`config.mk`:
```
export PLATFORM = sky130hd
export DESIGN_NAME = laser_controller
export DESIGN_NICKNAME = d
export VERILOG_FILES = /design/src/rtl/laser_controller_pkg.sv /design/src/rtl/laser_controller_sync_edge.sv /design/src/rtl/laser_controller.sv
export SDC_FILE = /design/constraint.sdc
export NUM_CORES = 1
export LEC_CHECK = 0
export CORE_MARGIN = 2
export CORE_UTILIZATION = 46
export CTS_CLUSTER_SIZE = 25
export DETAILED_ROUTE_END_ITERATION = 12
export PLACE_DENSITY = 0.72
export SLEW_MARGIN = 10
export SYNTH_ARGS = -nofsm -noshare
export SYNTH_HDL_FRONTEND = slang
export SYNTH_HIERARCHICAL = 1
export SYNTH_SLANG_ARGS = --single-unit
export TNS_END_PERCENT = 5
```
`constraint.sdc`:
```
create_clock -name clk -period 1.8 [get_ports clk]
set_input_delay 0.36 -clock clk [delete_from_list [all_inputs] [get_ports clk]]
set_output_delay 0.36 -clock clk [all_outputs]
set_load 0.01 [all_outputs]
```
`src/rtl/laser_controller_pkg.sv`:
```
// rtl/laser_controller_pkg.sv - shared constants and state encoding for the laser controller
package laser_controller_pkg;

    localparam int PROJ_WIDTH_SCALED  = 2;
    localparam int PROJ_HEIGHT_SCALED = 8;
    localparam int RES_H              = 640;
    localparam int RES_V              = 480;

    localparam int DEF_LASER_SPEED     = 4;
    localparam int DEF_COOLDOWN_FRAMES = 2;
    localparam int DEF_PLAYER_W        = 26;

    // Wide enough for any practical cooldown length
    localparam int CNT_W = 8;

    typedef enum logic [1:0] {
        ST_READY    = 2'd0,
        ST_FLIGHT   = 2'd1,
        ST_COOLDOWN = 2'd2
    } laser_state_t;

endpackage

```
`src/rtl/laser_controller_sync_edge.sv`:
```
// rtl/laser_controller_sync_edge.sv - two-flop button synchronizer with rising-edge detect
module sync_edge (
    input  logic clk,
    input  logic rst_n,
    input  logic din,
    output logic rise
);

    logic s1;
    logic s2;
    logic v1;
    logic v2;
    logic prev;

    // Synchronizer flops plus a valid pipe; prev holds high until the synchronized
    // level is trustworthy so a button held through reset never looks like a press.
    always_ff @(posedge clk or negedge rst_n) begin
        if (!rst_n) begin
            s1   <= 1'b0;
            s2   <= 1'b0;
            v1   <= 1'b0;
            v2   <= 1'b0;
            prev <= 1'b1;
        end else begin
            s1   <= din;
            s2   <= s1;
            v1   <= 1'b1;
            v2   <= v1;
            prev <= v2 ? s2 : 1'b1;
        end
    end

    assign rise = v2 & s2 & ~prev;

endmodule

```
`src/rtl/laser_controller.sv`:
```
// rtl/laser_controller.sv - player laser launch, flight, hit/miss retirement and cooldown
module laser_controller
    import laser_controller_pkg::*;
#(
    parameter int LASER_SPEED     = DEF_LASER_SPEED,
    parameter int COOLDOWN_FRAMES = DEF_COOLDOWN_FRAMES,
    parameter int PLAYER_W        = DEF_PLAYER_W
) (
    input  logic       clk,
    input  logic       rst_n,
    input  logic       frame,
    input  logic       fire,
    input  logic [9:0] player_x,
    input  logic [9:0] player_y,
    input  logic [5:0] invader_collision,
    output logic       laser_active,
    output logic [9:0] laser_x,
    output logic [9:0] laser_y,
    output logic       hit,
    output logic [5:0] hit_mask
);

    localparam logic [9:0]       SPEED   = 10'(LASER_SPEED);
    localparam logic [9:0]       PROJ_H  = 10'(PROJ_HEIGHT_SCALED);
    localparam logic [10:0]      HALF_PW = 11'(PLAYER_W / 2);
    localparam logic [10:0]      HALF_LW = 11'(PROJ_WIDTH_SCALED / 2);
    localparam logic [CNT_W-1:0] CD_LOAD = CNT_W'(COOLDOWN_FRAMES);

    laser_state_t     state, state_nx;
    logic             pending, pending_nx;
    logic             active_nx;
    logic [9:0]       x_nx, y_nx;
    logic             hit_nx;
    logic [5:0]       mask_nx;
    logic [CNT_W-1:0] cnt, cnt_nx;

    logic             fire_evt;
    logic [10:0]      x_sum;
    logic [10:0]      x_off;
    logic [9:0]       launch_x;
    logic [9:0]       launch_y;

    sync_edge u_fire_sync (
        .clk   (clk),
        .rst_n (rst_n),
        .din   (fire),
        .rise  (fire_evt)
    );

    // Launch point centred over the player; clamps at both ends instead of wrapping
    assign x_sum    = {1'b0, player_x} + HALF_PW;
    assign x_off    = x_sum - HALF_LW;
    assign launch_x = (x_sum < HALF_LW) ? 10'd0 : (x_off[10] ? 10'h3ff : x_off[9:0]);
    assign launch_y = (player_y < PROJ_H) ? 10'd0 : player_y - PROJ_H;

    // Next-state and next-output decode; collisions take priority over frame motion
    always_comb begin
        state_nx   = state;
        pending_nx = pending;
        active_nx  = laser_active;
        x_nx       = laser_x;
        y_nx       = laser_y;
        hit_nx     = 1'b0;
        mask_nx    = hit_mask;
        cnt_nx     = cnt;
        case (state)
            ST_READY: begin
                if (frame && (pending || fire_evt)) begin
                    pending_nx = 1'b0;
                    state_nx   = ST_FLIGHT;
                    active_nx  = 1'b1;
                    x_nx       = launch_x;
                    y_nx       = launch_y;
                end else if (fire_evt) begin
                    pending_nx = 1'b1;
                end
            end
            ST_FLIGHT: begin
                if (invader_collision != 6'd0) begin
                    active_nx = 1'b0;
                    hit_nx    = 1'b1;
                    mask_nx   = invader_collision;
                    state_nx  = ST_COOLDOWN;
                    cnt_nx    = CD_LOAD;
                end else if (frame) begin
                    if (laser_y < SPEED) begin
                        active_nx = 1'b0;
                        state_nx  = ST_COOLDOWN;
                        cnt_nx    = CD_LOAD;
                    end else begin
                        y_nx = laser_y - SPEED;
                    end
                end
            end
            ST_COOLDOWN: begin
                if (cnt == '0) begin
                    state_nx = ST_READY;
                end else if (frame) begin
                    cnt_nx = cnt - 1'b1;
                end
            end
            default: begin
                state_nx  = ST_READY;
                active_nx = 1'b0;
            end
        endcase
    end

    // State and registered outputs, all cleared asynchronously
    always_ff @(posedge clk or negedge rst_n) begin
        if (!rst_n) begin
            state        <= ST_READY;
            pending      <= 1'b0;
            laser_active <= 1'b0;
            laser_x      <= 10'd0;
            laser_y      <= 10'd0;
            hit          <= 1'b0;
            hit_mask     <= 6'd0;
            cnt          <= '0;
        end else begin
            state        <= state_nx;
            pending      <= pending_nx;
            laser_active <= active_nx;
            laser_x      <= x_nx;
            laser_y      <= y_nx;
            hit          <= hit_nx;
            hit_mask     <= mask_nx;
            cnt          <= cnt_nx;
        end
    end

endmodule

```
=== Word-level counts from Yosys, hierarchy flattened ===
Cells that the tools add are included.

* Bits in registers: 44
* Bits in latches: 0
* Memory bits (writable): 0
* ROM bits: 0
* Bits of input ports: 30
* Output and inout bits: 28
* Word-level logic and storage cells: 81
* Memories kept: 0

* Add/subtract/negate cells: 5
* Multiply operators: 0
* Div/mod/pow operators: 0
* $lt $le $gt $ge: 3
* Equal/unequal tests: 11
* Shift-type cells: 0
* Mux-type cells: 30
* Bitwise gates (word level): 4
* Reduce and logical (&&, ||, !) cells: 15

{| class="wikitable"
|+ Operator list
! kind !! number
|-
| $mux W10 || 7
|-
| $mux W8 || 5
|-
| $pmux W10 S2 || 1
|-
| $pmux W8 S2 || 1
|-
| $ne A2 B2 Y1 const B || 7
|-
| $add A10 B4 Y11 const B || 1
|-
| $lt A11 B1 Y1 const B || 1
|-
| $sub A11 B1 Y11 const B || 1
|-
| $lt A10 B3 Y1 const B || 1
|-
| $lt A10 B4 Y1 const B || 1
|-
| $mux W2 || 5
|-
| $reduce_and A5 Y1 || 2
|-
| $sub A10 B3 Y10 const B || 1
|-
| $sub A10 B4 Y10 const B || 1
|-
| $mux W1 || 9
|-
| $logic_not A8 Y1 || 1
|-
| $reduce_and A4 Y1 || 2
|-
| $sub A8 B1 Y8 const B || 1
|-
| $ne A3 B3 Y1 const B || 2
|-
| $pmux W2 S3 || 1
|-
| $reduce_and A2 Y1 || 3
|-
| $reduce_bool A2 Y1 || 3
|-
| $reduce_bool A6 Y1 || 1
|-
| $pmux W1 S3 || 1
|-
| 7 further kinds || 9
|}

=== Depth between registers and ports, before layout ===
Gate-level depths: netlist of the first run.

* Depth in word-level cells: 6
* Mapped depth: 9
* Mapped depth without buffers: 8

=== By module ===
The synthesis of the first run kept the hierarchy.

{| class="wikitable"
|+ Modules (own cells, without submodules)
! module !! instances !! cells each !! area each (µm²) !! seq. area each (µm²)
|-
| laser_controller || 1 || 285 || 2547.4 || 975.9
|-
| sync_edge || 1 || 8 || 145.1 || 126.4
|}

=== Worst setup path before layout of the first run ===
No wires, ideal clock.

* Kind: in2reg
* Start: input player_x[0]
* End: register laser_x[9]
* Setup time: 0.124 ns
* Arrival: 1.874 ns
* Data required time: 1.676 ns
* Setup slack: -0.199 ns
* Stages: 8
* Path buffers: 1
* Cells stage by stage: ha_1 > nor4bb_1 > a22oi_1 > a211oi_2 > a31o_2 > buf_6 > a2bb2oi_1 > o21ai_1

* Word-level cells in the longest chain between the ends: 4
* Elaborated cells between the ends (all ways): 5
* Those cells by class: 2 x add/sub; 1 x order compare; 2 x mux

{| class="wikitable"
|+ Ends and longest elaborated chain
! what !! line !! source
|-
| start: declaration || laser_controller.sv:13 || <nowiki>input logic [9:0] player_x,</nowiki>
|-
| $add A10 B4 Y11 (*) || laser_controller.sv:51 || <nowiki>assign x_sum = {1'b0, player_x} + HALF_PW;</nowiki>
|-
| $sub A11 B1 Y11 || laser_controller.sv:52 || <nowiki>assign x_off = x_sum - HALF_LW;</nowiki>
|-
| $mux W10 || laser_controller.sv:53 || <nowiki>assign launch_x = (x_sum < HALF_LW) ? 10'd0 : (x_off[10] ? 10'h3ff : x_off[9:0]);</nowiki>
|-
| $mux W10 (*) || laser_controller.sv:53 ||
|-
| end signal: assignment || laser_controller.sv:124 || <nowiki>laser_x <= x_nx;</nowiki>
|-
| end: declaration || laser_controller.sv:17 || <nowiki>output logic [9:0] laser_x,</nowiki>
|}

Mark *: on every way between the ends. The rest lies on a longest branch, timed or not.
A chain may end at the register's enable or synchronous reset.

=== Final worst setup path of the first run ===
* Start: register cnt[2]
* End: register cnt[7]

* Word-level cells in the longest chain between the ends: 4
* Elaborated cells between the ends (all ways): 7
* Those cells by class: 1 x add/sub; 1 x eq/ne; 3 x mux; 2 x reduce/logical

{| class="wikitable"
|+ Ends and longest elaborated chain
! what !! line !! source
|-
| start: declaration || laser_controller.sv:35 || <nowiki>logic [CNT_W-1:0] cnt, cnt_nx;</nowiki>
|-
| start signal: assignment || laser_controller.sv:128 || <nowiki>cnt <= cnt_nx;</nowiki>
|-
| $sub A8 B1 Y8 || laser_controller.sv:99 || <nowiki>cnt_nx = cnt - 1'b1;</nowiki>
|-
| $mux W8 || laser_controller.sv:98 || <nowiki>end else if (frame) begin</nowiki>
|-
| $mux W8 || laser_controller.sv:96 || <nowiki>if (cnt == '0) begin</nowiki>
|-
| $pmux W8 S2 || laser_controller.sv:66 || <nowiki>case (state)</nowiki>
|}

Several ways; a longest one is shown, not always the timed one. The select of a mux whose other input is x is not followed.

==> key figures, run 1 <==
STA
  – Crit share post-route: 1.06
  – Worst-Margin Slew: 0.530 ns
  – Min Hold Slack: ~0.021 ns
  – Setup ws final: -0.103 ns
  – Setup TNS: -0.580 ns
  – Worst slew margin: 0.647
  – Max Clock Skew: 0.00976 ns
  – Final setup violation count: 11
  – Achievable clock frequency: 526 MHz
  – Hold Fails Final Rpt: 0
  – RSZ-0062 raised after global routing: yes
  – Crit path time final: 1.90 ns
  – Final Max Slew Viols: 0

Final layout
  – Nets@finish: 459
  – Fillers: roughly 420
  – Most frequent cells in the layout: buf_4 (72), clkdlybuf4s50_1 (45), dfrtp_1 (43)
  – Share of cells above drive strength 1: 0.307
  – Synthesis-to-layout area growth: 52.8%
  – Fin area: 0.00412 sq mm
  – Antenna cell count: 0
  – Fin util: 0.738
  – Leading cell type in the layout, fill and taps excluded: buf_4

Critical path
  – Max incr delay on CP: 0.40 ns
  – Peak fanout along the critical path: 7
  – Cell family with most CP delay: compound AO/OA/AOI/OAI gates
  – CP startpoint kind: flop
  – Reg-to-Reg End: cnt[7]
  – R2R depth: 6
  – Buf+Inv Stages, Crit Path: 0
  – CP cell instances: or3_4, o41a_1, a21o_4, o2111ai_2, xor2_1, nor2_1
  – Crit Reg-Reg Startpoint: cnt[2]
  – Setup slack, reg-to-reg: -0.10 ns
  – Crit end category: flop
  – Worst Setup Path Type: flop to flop
  – CP max stage cell: or3_4
  – Data arrival, critical path: 2.10 ns
  – Worst Path Required: 1.99 ns

Logic synthesis
  – Synth Flop Type: dfrtp_1
  – Syn avg cell area: about 9.2 sq um
  – Synth top area share: 0.400
  – Post-synth EDFFs: 0
  – Syn nets: 330
  – Area contributors post-synth: dfrtp_1 (40%), xor2_1 (4.9%), nand2_1 (4.2%), nor2_1 (3.9%), ha_1 (3.3%)
  – Sequential area share after synthesis: 0.409
  – Seq cells post-synth: 44
  – Synth unique cells: 59
  – Synth warn: 6
  – Most area-hungry cell type in the Yosys netlist: dfrtp_1
  – Async S/R FF share, synth: 1.00
  – Synth Cell Area: 0.00269 sq mm
  – Mapped Cells: 293

Global routing
  – Largest net degree at the start of global routing: 25
  – First-pass GRT wire length: 11900 um
  – Overall Global Routing Usage: 0.236
  – Vias in the first global route: around 2700
  – Antenna violations before repair: 0
  – Grt total ovfl: 0

Power
  – PwrDens: between 1000 and 1500 mW/mm^2
  – Peak supply drop: 0.000800 V
  – Leakage: 1.86 nW

Placed design
  – GP Congestion: 0.868
  – Post-DP Area: 0.00386 sq mm
  – Post-place setup slack: -0.707 ns
  – Dpl hpwl: 5310 um
  – Port bufs: 57

Die
  – Height of the die: 80.5 um
  – Die Wd: 80.5 um
  – Initial Util: 0.483
  – Die area: 0.00648 sq mm
  – Core ar.: 0.00557 sq mm
  – Site Rows: 27
  – Top Ports: slightly below 60

Detailed routing
  – DR DRC count: 0
  – Wire length per cell: 15.1 um
  – First-pass DRT Iterations: 4
  – Number of DRC markers in iteration 0: 147
  – Antenna Violating Nets Remaining: 0
  – Mean number of vias per cell: 5.48
  – Vias: 2713
  – Total wire length: 7460 um

Clock tree
  – Total CTS buffers: 5
  – Clock Path Buffers: 2
  – CTS tree: built
  – Root buf cell: clkbuf_8
  – CTS clk-pin slew, worst paths: approximately 0.090 ns
  – Hold-fix buffer count after cts: 0
  – Worst-Skew Late Latency: 0.30 ns
  – CTS HTree Levels: 2
  – CTS sink cnt: 44

Run
  – Max Cap Viol: 0

Run status
  – Status: finished with violations
  – Violated checks: negative setup slack

Min path
  – Hold Crit Class: input port to async pin
==> area by class of cell <==
type	instances	area [sq um]	area share
Clock buffer	6	72.6	0.0176
Inverter	12	45.0	0.0109
Tap cell	72	90.1	0.0219
Multi-Input combinational cell	227	1660	0.404
Timing Repair Buffer	132	1130	0.274
Sequential cell	44	1100	0.268
Clock inverter	2	12.5	0.00304
==> synth_stat cells, drive strengths merged, types with 4 or more instances <==
cell	instances
a211oi	5
a21o	8
a21oi	18
a22o	6
buf	6
clkbuf	5
dfrtp	43
ha	7
inv	12
mux2i	5
nand2	30
nand2b	4
nand3	7
nor2	28
nor2b	5
nor3	12
o21a	4
o21ai	15
o22ai	5
xnor2	8
xor2	15
==> flip-flops by register name, indices dropped and copies added, names as in the netlist <==
name,flops
pending,1
hit,1
u_fire_sync/v1,1
laser_x,10
u_fire_sync/s2,1
u_fire_sync/v2,1
laser_y,10
state,2
u_fire_sync/prev,1
u_fire_sync/s1,1
cnt,8
hit_mask,6
laser_active,1
==> metal layers <==
| metal | global-route usage | part of all wire | up-vias |
|---|---|---|---|
| met2 | 0.418 | 0.51 | 73 |
| met4 | 0.0746 | 0.013 | 0 |
| met3 | 0.0393 | 0.048 | 9 |
| met1 | 0.293 | 0.43 | 1322 |
| li1 | - | - | 1309 |
| met5 | 0 | 0 | - |
==> through the flow <==
| stage | total power [mW] | instances |
|---|---|---|
| 2_1_floorplan | 3.04 | 293 |
| 3_3_place_gp | 4.52 | 483 |
| 3_5_place_dp | 4.59 | 483 |
| 4_1_cts | 5.29 | 495 |
| 5_1_grt | 5.69 | 495 |
| 6_report | 5.32 | 495 |
==> how the worst max path moves through the flow <==
stage                 endpoint  cells after the start        start  slack, ns
finish                  cnt[7]                      6       cnt[2]      -0.10
global route            cnt[7]                      6       cnt[2]      -0.17
CTS                     cnt[7]                      6       cnt[2]      -0.08
detailed placement  laser_x[8]                      7  player_x[0]      -0.71
global placement    laser_x[9]                      8  player_x[0]      -0.62
floorplan               cnt[7]                      7       cnt[2]      -0.09
==> power breakdown <==
group          internal (mW)  leakage (nW)  switching, mW  total, mW
clock network          0.272        0.0412          0.342      0.614
logic                   1.66          1.27           1.39       3.05
registers               1.39         0.549          0.271       1.66
total                   3.32          1.86           2.01       5.32
==> cells by family (layout without fill, tap and decap cells) <==
kind of cell | after synthesis | count (layout) | synth area share
simple gates | 109 | 109 | 0.204
other cells | 1 | 1 | 0.00139
compound gates | 80 | 81 | 0.216
flops | 44 | 44 | 0.409
mux | 6 | 6 | 0.0228
xor+xnor | 23 | 23 | 0.0748
fa+ha+maj | 7 | 7 | 0.0325
buf+inv | 23 | 152 | 0.0395
==> timing repair <==
item / in CTS / in global routing
endpoints found under the setup margin: 25 / 25
hold endpoints to repair: 0 / 0
resized for setup: 38 / 16
pin swaps: 17 / 2
gates cloned: 1 / 0
setup buffers: 3 / 0
(Power assumes the default switching activity.)
==> run 2: changes to the inputs <==
--- a/config.mk
+++ b/config.mk
@@ -5,8 +5,11 @@
 export SDC_FILE = /design/constraint.sdc
 export NUM_CORES = 1
 export LEC_CHECK = 0
+export ABC_AREA = 1
 export CORE_MARGIN = 2
 export CORE_UTILIZATION = 46
+export CTS_BUF_LIST = sky130_fd_sc_hd__clkbuf_4 sky130_fd_sc_hd__clkbuf_8
+export CTS_CLUSTER_DIAMETER = 40
 export CTS_CLUSTER_SIZE = 25
 export DETAILED_ROUTE_END_ITERATION = 12
 export PLACE_DENSITY = 0.72
==> run 2 against run 1 <==
  * The flow now finishes without violations
  * Highest routed layer unchanged
  * Clock skew rose by 0.0040 ns
  * Largest power group unchanged
  * Non-clock buffer count fell by 1
  * Sequential power rose by 2%
  * Largest cell class unchanged
  * Total power is 4.1% higher
  * Synthesized cell count rose by 30%
  * First-iteration DRC count up 29%
  * Critical path depth increased by 5
  * Design area is 5.1% higher
  * Combinational power about the same
  * Critical endpoint is now cnt[4]
==> key figures, run 2 <==
Critical path
  – CP startpoint kind: flop
  – Worst Path Required: 2.03 ns
  – Most used cell, CP: nand4_1
  – CP max stage cell: dfrtp_1
  – Reg-to-Reg End: cnt[4]
  – Peak fanout along the critical path: 8
  – Buf+Inv Stages, Crit Path: 2
  – Max incr delay on CP: around 0.40 ns
  – Crit end category: flop
  – Critical Path Sink: cnt[4]
  – Cell family with most CP delay: simple AND/OR/NAND/NOR gates
  – Data arrival, critical path: a little under 2 ns
  – Setup crit start: laser_y[3]
  – CP Depth: 11
  – Setup slack, reg-to-reg: 0.07 ns
  – R2R depth: 11
  – Crit Reg-Reg Startpoint: laser_y[3]
  – Worst Setup Path Type: flop to flop
  – CP cell instances: inv_2, ha_4, nand4_1, nor3_2, nor2_2, nand2_2, o21ai_4, nor2_4, buf_12, nand4_1, o21ai_1

Clock tree
  – Root buf cell: clkbuf_8
  – Total CTS buffers: 5
  – Clock Path Buffers: 2
  – CTS sink cnt: 44
  – Worst-Skew Late Latency: 0.31 ns
  – CTS clk-pin slew, worst paths: 0.10 ns
  – CTS tree: built
  – CTS HTree Levels: 2

Logic synthesis
  – Adder-cell share of the synthesized area: 0.0313
  – Commonest cells post-synth: nand2_1 (120), inv_1 (46), dfrtp_1 (43), nand3_1 (23), nor2_1 (23)
  – Synth Area in Simple Gates: 0.369
  – Post-synthesis mux area share: 0
  – Most frequent cell after synthesis: nand2_1
  – Area contributors post-synth: dfrtp_1 (38%), nand2_1 (16%), inv_1 (6.2%), nand3_1 (4.1%), o21ai_0 (3.6%)
  – Synth unique cells: 29
  – Syn nets: about 420
  – Post-synthesis xor/xnor area fraction: 0.0282
  – Largest family of logic cells by synthesized area: simple AND/OR/NAND/NOR gates
  – Async S/R FF share, synth: 1.00
  – Syn avg cell area: about 7.3 sq um
  – Synth warn: 6
  – Synth Flop Type: dfrtp_1
  – Post-synth EDFFs: 0
  – Sequential area share after synthesis: 0.394
  – Complex-gate fraction of the synthesized area: 0.0908
  – Synth Cell Area: 0.00280 sq mm
  – Seq cells post-synth: 44
  – Synth top area share: 0.385
  – Mapped Cells: roughly 380
  – Most area-hungry cell type in the Yosys netlist: dfrtp_1

STA
  – Setup ws final: about 0.07 ns
  – Crit share post-route: 0.960
  – Max Clock Skew: between 0.01 and 0.015 ns
  – Setup TNS: 0 ns
  – RSZ-0062 raised after global routing: yes
  – Crit path time final: 1.73 ns
  – Min Hold Slack: about 0.35 ns
  – Final Max Slew Viols: 0
  – Final setup violation count: 0
  – Achievable clock frequency: 579 MHz
  – Hold Fails Final Rpt: 0

Detailed routing
  – Vias: between 2000 and 3000
  – Mean number of vias per cell: 4.95
  – First-pass DRT Iterations: 4
  – Total wire length: about 7700 um
  – Number of DRC markers in iteration 0: 189
  – DR DRC count: 0
  – Wire length per cell: approximately 13 um
  – Antenna Violating Nets Remaining: 0

Placed design
  – Post-place setup slack: -0.587 ns
  – Dpl hpwl: about 5300 um
  – Port bufs: 57
  – Post-Place Cells: 564
  – GP Congestion: about 0.83
  – Post-DP Area: 0.00385 sq mm

Die
  – Site Rows: 28
  – Die area: 0.00672 sq mm
  – Core ar.: slightly below 0.006 sq mm
  – Height of the die: 82.0 um
  – Initial Util: 0.475
  – Die Wd: 82.0 um
  – Top Ports: between 50 and 60

Run status
  – Status: finished clean

Final layout
  – Fillers: 451
  – Antenna cell count: 0
  – Non-Filler Instances: ~590
  – Biggest registers after layout: laser_x x10, laser_y x10, cnt x8
  – Leading cell type in the layout, fill and taps excluded: nand2_1
  – Nets@finish: 555
  – Fin util: 0.735
  – Fin area: 0.00433 sq mm
  – Synthesis-to-layout area growth: 54.7%
  – Most frequent cells in the layout: nand2_1 (108), buf_4 (71), clkdlybuf4s50_1 (47)
  – Share of cells above drive strength 1: 0.310

Global routing
  – Largest net degree at the start of global routing: 29
  – First-pass GRT wire length: 11800 um
  – Grt total ovfl: 0
  – Antenna violations before repair: 0
  – Vias in the first global route: 2796
  – Overall Global Routing Usage: 0.225

Run
  – Max Cap Viol: 0

Power
  – Peak supply drop: 0.000799 V
  – Leakage: about 2.2 nW
  – Sw Share: 0.395
  – P_int: 3.35 mW
  – Clock Power Share: 0.144
  – Overall power: 5.54 mW
  – Logic gate share of total power: 0.550
  – PwrDens: 1280 mW/mm^2
  – Part of the power in registers: 0.306
  – Sw Pwr: 2.19 mW

Min path
  – Hold Startpoint: u_fire_sync/s1
  – Hold Crit Class: flop to flop
run 2: cell count changes after synthesis, sizes merged, moves of 8 or more:
cell / delta
nand2: +99
inv: +44
a21o: -8
xor2: -9
o21ai: +15
nand3: +27
run 2: logic make-up after synthesis:
logic type,after synthesis
buffers and inverters,60
AO/OA/AOI/OAI,48
XOR/XNOR,9
AND/OR/NAND/NOR,213
other,1
adder cells (fa/ha/maj),7
flip-flops,44
run 2: worst reg2reg max path, delay by kind of cell, from the launching register on:
kind | cells | cell delay [ns]
AND/OR/NAND/NOR | 6 | 0.73
flip-flops | 1 | 0.40
buffers and inverters | 2 | 0.23
AO/OA/AOI/OAI | 2 | 0.15
adder cells (fa/ha/maj) | 1 | 0.14
run 2: worst min-delay path by stage:
stage	end	cells past startpoint
floorplan	cnt[0]	0
global placement	hit_mask[0]	1
detailed placement	hit	1
CTS	u_fire_sync/s2	0
global route	u_fire_sync/s2	0
finish	u_fire_sync/s2	0
run 2: cell type report:
| class | instances | area (sq um) | area share |
|---|---|---|---|
| Clock buffer | 5 | 68.8 | 0.0159 |
| Clock inverter | 3 | 46.3 | 0.0107 |
| Inverter | 56 | 215 | 0.0497 |
| Multi-Input combinational cell | 279 | 1630 | 0.376 |
| Sequential cell | 44 | 1100 | 0.255 |
| Tap cell | 75 | 93.8 | 0.0217 |
| Timing Repair Buffer | 131 | 1160 | 0.269 |
| Timing Repair inverter | 1 | 7.51 | 0.00174 |
run 2: layer usage:
metal / routed length (um) / global-route usage / part of all wire / vias to the layer above
met3: 435 / 0.0440 / 0.057 / 6
met2: 3830 / 0.379 / 0.50 / 79
met5: 0 / 0 / 0 / -
met1: 3330 / 0.287 / 0.43 / 1354
li1: - / - / - / 1499
met4: 79 / 0.0800 / 0.010 / 0
run 2: power groups by stage:
| stage | logic, mW | registers, mW | clock network (mW) |
|---|---|---|---|
| after floorplan | 1.30 | 1.78 | 0 |
| after global placement | 2.57 | 1.69 | 0 |
| after detailed placement | 2.63 | 1.69 | 0 |
| after CTS | 2.75 | 1.68 | 0.809 |
| after global routing | 3.37 | 1.75 | 0.858 |
| final | 3.05 | 1.70 | 0.796 |
run 2: repair_timing:
| action | 4_1_cts | 5_1_grt |
|---|---|---|
| hold endpoints to repair | 16 | 0 |
| setup endpoints to repair | 16 | 21 |
| setup buffers | 7 | 11 |
| pin swaps | 14 | 28 |
| gates resized for setup | 19 | 51 |
| gates cloned | 2 | 1 |
| hold buffers | 1 | 0 |
==> run 3: changes to the inputs <==
--- a/config.mk
+++ b/config.mk
@@ -13,6 +13,7 @@
 export CTS_CLUSTER_SIZE = 25
 export DETAILED_ROUTE_END_ITERATION = 12
 export PLACE_DENSITY = 0.72
+export SETUP_SLACK_MARGIN = 0.1
 export SLEW_MARGIN = 10
 export SYNTH_ARGS = -nofsm -noshare
 export SYNTH_HDL_FRONTEND = slang
==> run 3 against run 2 <==
  * The flow now finishes with violations (negative setup slack)
  * Total power increased by 5.2%
  * Design area rose by 2.7%
  * Sequential share of layout area fell by 0.67 points
  * Sequential cell count unchanged
  * Sequential power about the same
  * Worst setup slack worse by 0.088 ns
  * Critical endpoint is now cnt[7]
  * Largest cell class unchanged
==> key figures, run 3 (synthesis results as in run 2) <==
Clock tree
  – CTS tree: built
  – Root buf cell: clkbuf_8
  – Worst-Skew Late Latency: 0.30 ns
  – CTS clk-pin slew, worst paths: about 0.1 ns
  – Total CTS buffers: 5
  – CTS HTree Levels: 2
  – CTS sink cnt: 44
  – Clock Path Buffers: 2

Power
  – PwrDens: 1310 mW/mm^2
  – Peak supply drop: 0.000756 V
  – Leakage: 2.26 nW

Critical path
  – Buf+Inv Stages, Crit Path: 2
  – Crit Reg-Reg Startpoint: laser_y[2]
  – Peak fanout along the critical path: 8
  – CP cell instances: inv_2, ha_4, nand4_1, nor3_2, nor2_2, nand2_2, o21ai_4, nor2_4, buf_12, nand4_1, o21ai_1
  – Max incr delay on CP: 0.42 ns
  – Data arrival, critical path: 2.03 ns
  – Worst Setup Path Type: flop to flop
  – Crit end category: flop
  – Most used cell, CP: nand4_1
  – Reg-to-Reg End: cnt[7]
  – Worst Path Required: 2.02 ns
  – Setup slack, reg-to-reg: -0.02 ns
  – CP max stage cell: dfrtp_1
  – CP startpoint kind: flop
  – R2R depth: 11
  – Cell family with most CP delay: simple AND/OR/NAND/NOR gates

Final layout
  – Biggest registers after layout: laser_x x10, laser_y x10, cnt x8
  – Synthesis-to-layout area growth: 58.9%
  – Non-Filler Instances: 594
  – Leading cell type in the layout, fill and taps excluded: nand2_1
  – Nets@finish: about 560
  – Fillers: 398
  – Share of cells above drive strength 1: 0.329
  – Most frequent cells in the layout: nand2_1 (104), buf_4 (67), clkdlybuf4s50_1 (45)
  – Antenna cell count: 0
  – Fin area: approximately 0.0044 sq mm

Die
  – Initial Util: 0.475
  – Core ar.: 0.00589 sq mm
  – Die Wd: 82.0 um
  – Height of the die: 82.0 um
  – Die area: 0.00672 sq mm
  – Top Ports: 58
  – Site Rows: 28

Global routing
  – First-pass GRT wire length: 12600 um
  – Antenna violations before repair: 0
  – Largest net degree at the start of global routing: 29
  – Overall Global Routing Usage: 0.240
  – Grt total ovfl: 0
  – Vias in the first global route: 2848

Detailed routing
  – Number of DRC markers in iteration 0: 176
  – Mean number of vias per cell: 5.26
  – Total wire length: 8600 um
  – Vias: 3123
  – Wire length per cell: approximately 14 um
  – DR DRC count: 0
  – Antenna Violating Nets Remaining: 0
  – First-pass DRT Iterations: 5

Placed design
  – Post-Place Cells: 563
  – Port bufs: between 50 and 60
  – GP Congestion: 0.921
  – Dpl hpwl: 5500 um
  – Post-place setup slack: -0.600 ns
  – Post-DP Area: 0.00384 sq mm

STA
  – Setup ws final: -0.0164 ns
  – RSZ-0062 raised after global routing: yes
  – Crit share post-route: 1.01
  – Final setup violation count: 2
  – Setup TNS: -0.0253 ns
  – Achievable clock frequency: 551 MHz
  – Final Max Slew Viols: 0
  – Crit path time final: 1.82 ns
  – Hold Fails Final Rpt: 0
  – Max Clock Skew: ~0.017 ns

Run
  – Max Cap Viol: 0

Min path
  – Hold Path End: u_fire_sync/v2
  – Hold Crit Class: flop to flop
  – Hold path cells: 0
  – Hold Startpoint: u_fire_sync/v1

Run status
  – Violated checks: negative setup slack
  – Status: finished with violations
run 3: cell types whose count changed in the layout (fill, tap and decap cells not counted), sizes merged:
cell           change
clkbuf             -1
clkinvlp           -1
dlygate4sd2        +1
inv                -1
dlymetal6s2s       +1
clkdlybuf4s50      -2
buf                +3
nand2              -1
bufinv             +1
run 3: how the worst max path moves through the flow:
stage	startpoint	endpoint	slack, ns	cells past startpoint
2_1_floorplan	player_x[2]	laser_x[1]	0.08	14
3_3_place_gp	player_x[2]	laser_x[9]	-0.50	15
3_5_place_dp	player_x[3]	laser_x[7]	-0.60	15
4_1_cts	laser_y[2]	laser_y[4]	0.05	10
5_1_grt	laser_y[2]	cnt[7]	-0.09	11
6_report	laser_y[2]	cnt[7]	-0.02	11
run 3: worst register-to-register path, stage by stage (launching register included):
cell     delay, ns
dfrtp_1       0.42
inv_2         0.11
ha_4          0.15
nand4_1       0.12
nor3_2        0.19
nor2_2        0.08
nand2_2       0.12
o21ai_4       0.09
nor2_4        0.15
buf_12        0.14
nand4_1       0.07
o21ai_1       0.09
run 3: layout make-up:
| cell class | instances | area, sq um | area share |
|---|---|---|---|
| Clock buffer | 6 | 76.3 | 0.0172 |
| Clock inverter | 2 | 60.1 | 0.0135 |
| Inverter | 56 | 218 | 0.0490 |
| Multi-Input combinational cell | 278 | 1690 | 0.380 |
| Sequential cell | 44 | 1100 | 0.248 |
| Tap cell | 75 | 93.8 | 0.0211 |
| Timing Repair Buffer | 132 | 1200 | 0.269 |
| Timing Repair inverter | 1 | 7.51 | 0.00169 |
run 3: per-layer routing:
metal,vias up,wire length (um),track usage
met5,-,0,0
met4,0,182,0.0850
met3,23,495,0.0462
met2,130,4390,0.400
met1,1475,3540,0.309
li1,1495,-,-
run 3: through the flow:
stage	utilization	power, mW	hold WS, ns
3_5_place_dp	0.652	4.34	0.322
6_report	0.755	5.83	0.351
4_1_cts	0.710	5.45	0.353
2_1_floorplan	-	3.09	0.0644
3_3_place_gp	0.652	4.26	0.310
5_1_grt	0.755	6.21	0.353
run 3: power breakdown:
| group | switching, mW | internal [mW] | leakage [nW] |
|---|---|---|---|
| logic | 1.63 | 1.58 | 1.64 |
| registers | 0.292 | 1.41 | 0.544 |
| clock network | 0.347 | 0.570 | 0.0688 |
run 3: repair_timing:
item,in CTS,in global routing
pin swaps,15,30
setup buffers,11,8
endpoints found under the setup margin,20,30
resized for setup,40,55
hold buffers,1,0
endpoints found under the hold margin,9,0
gates cloned,1,2
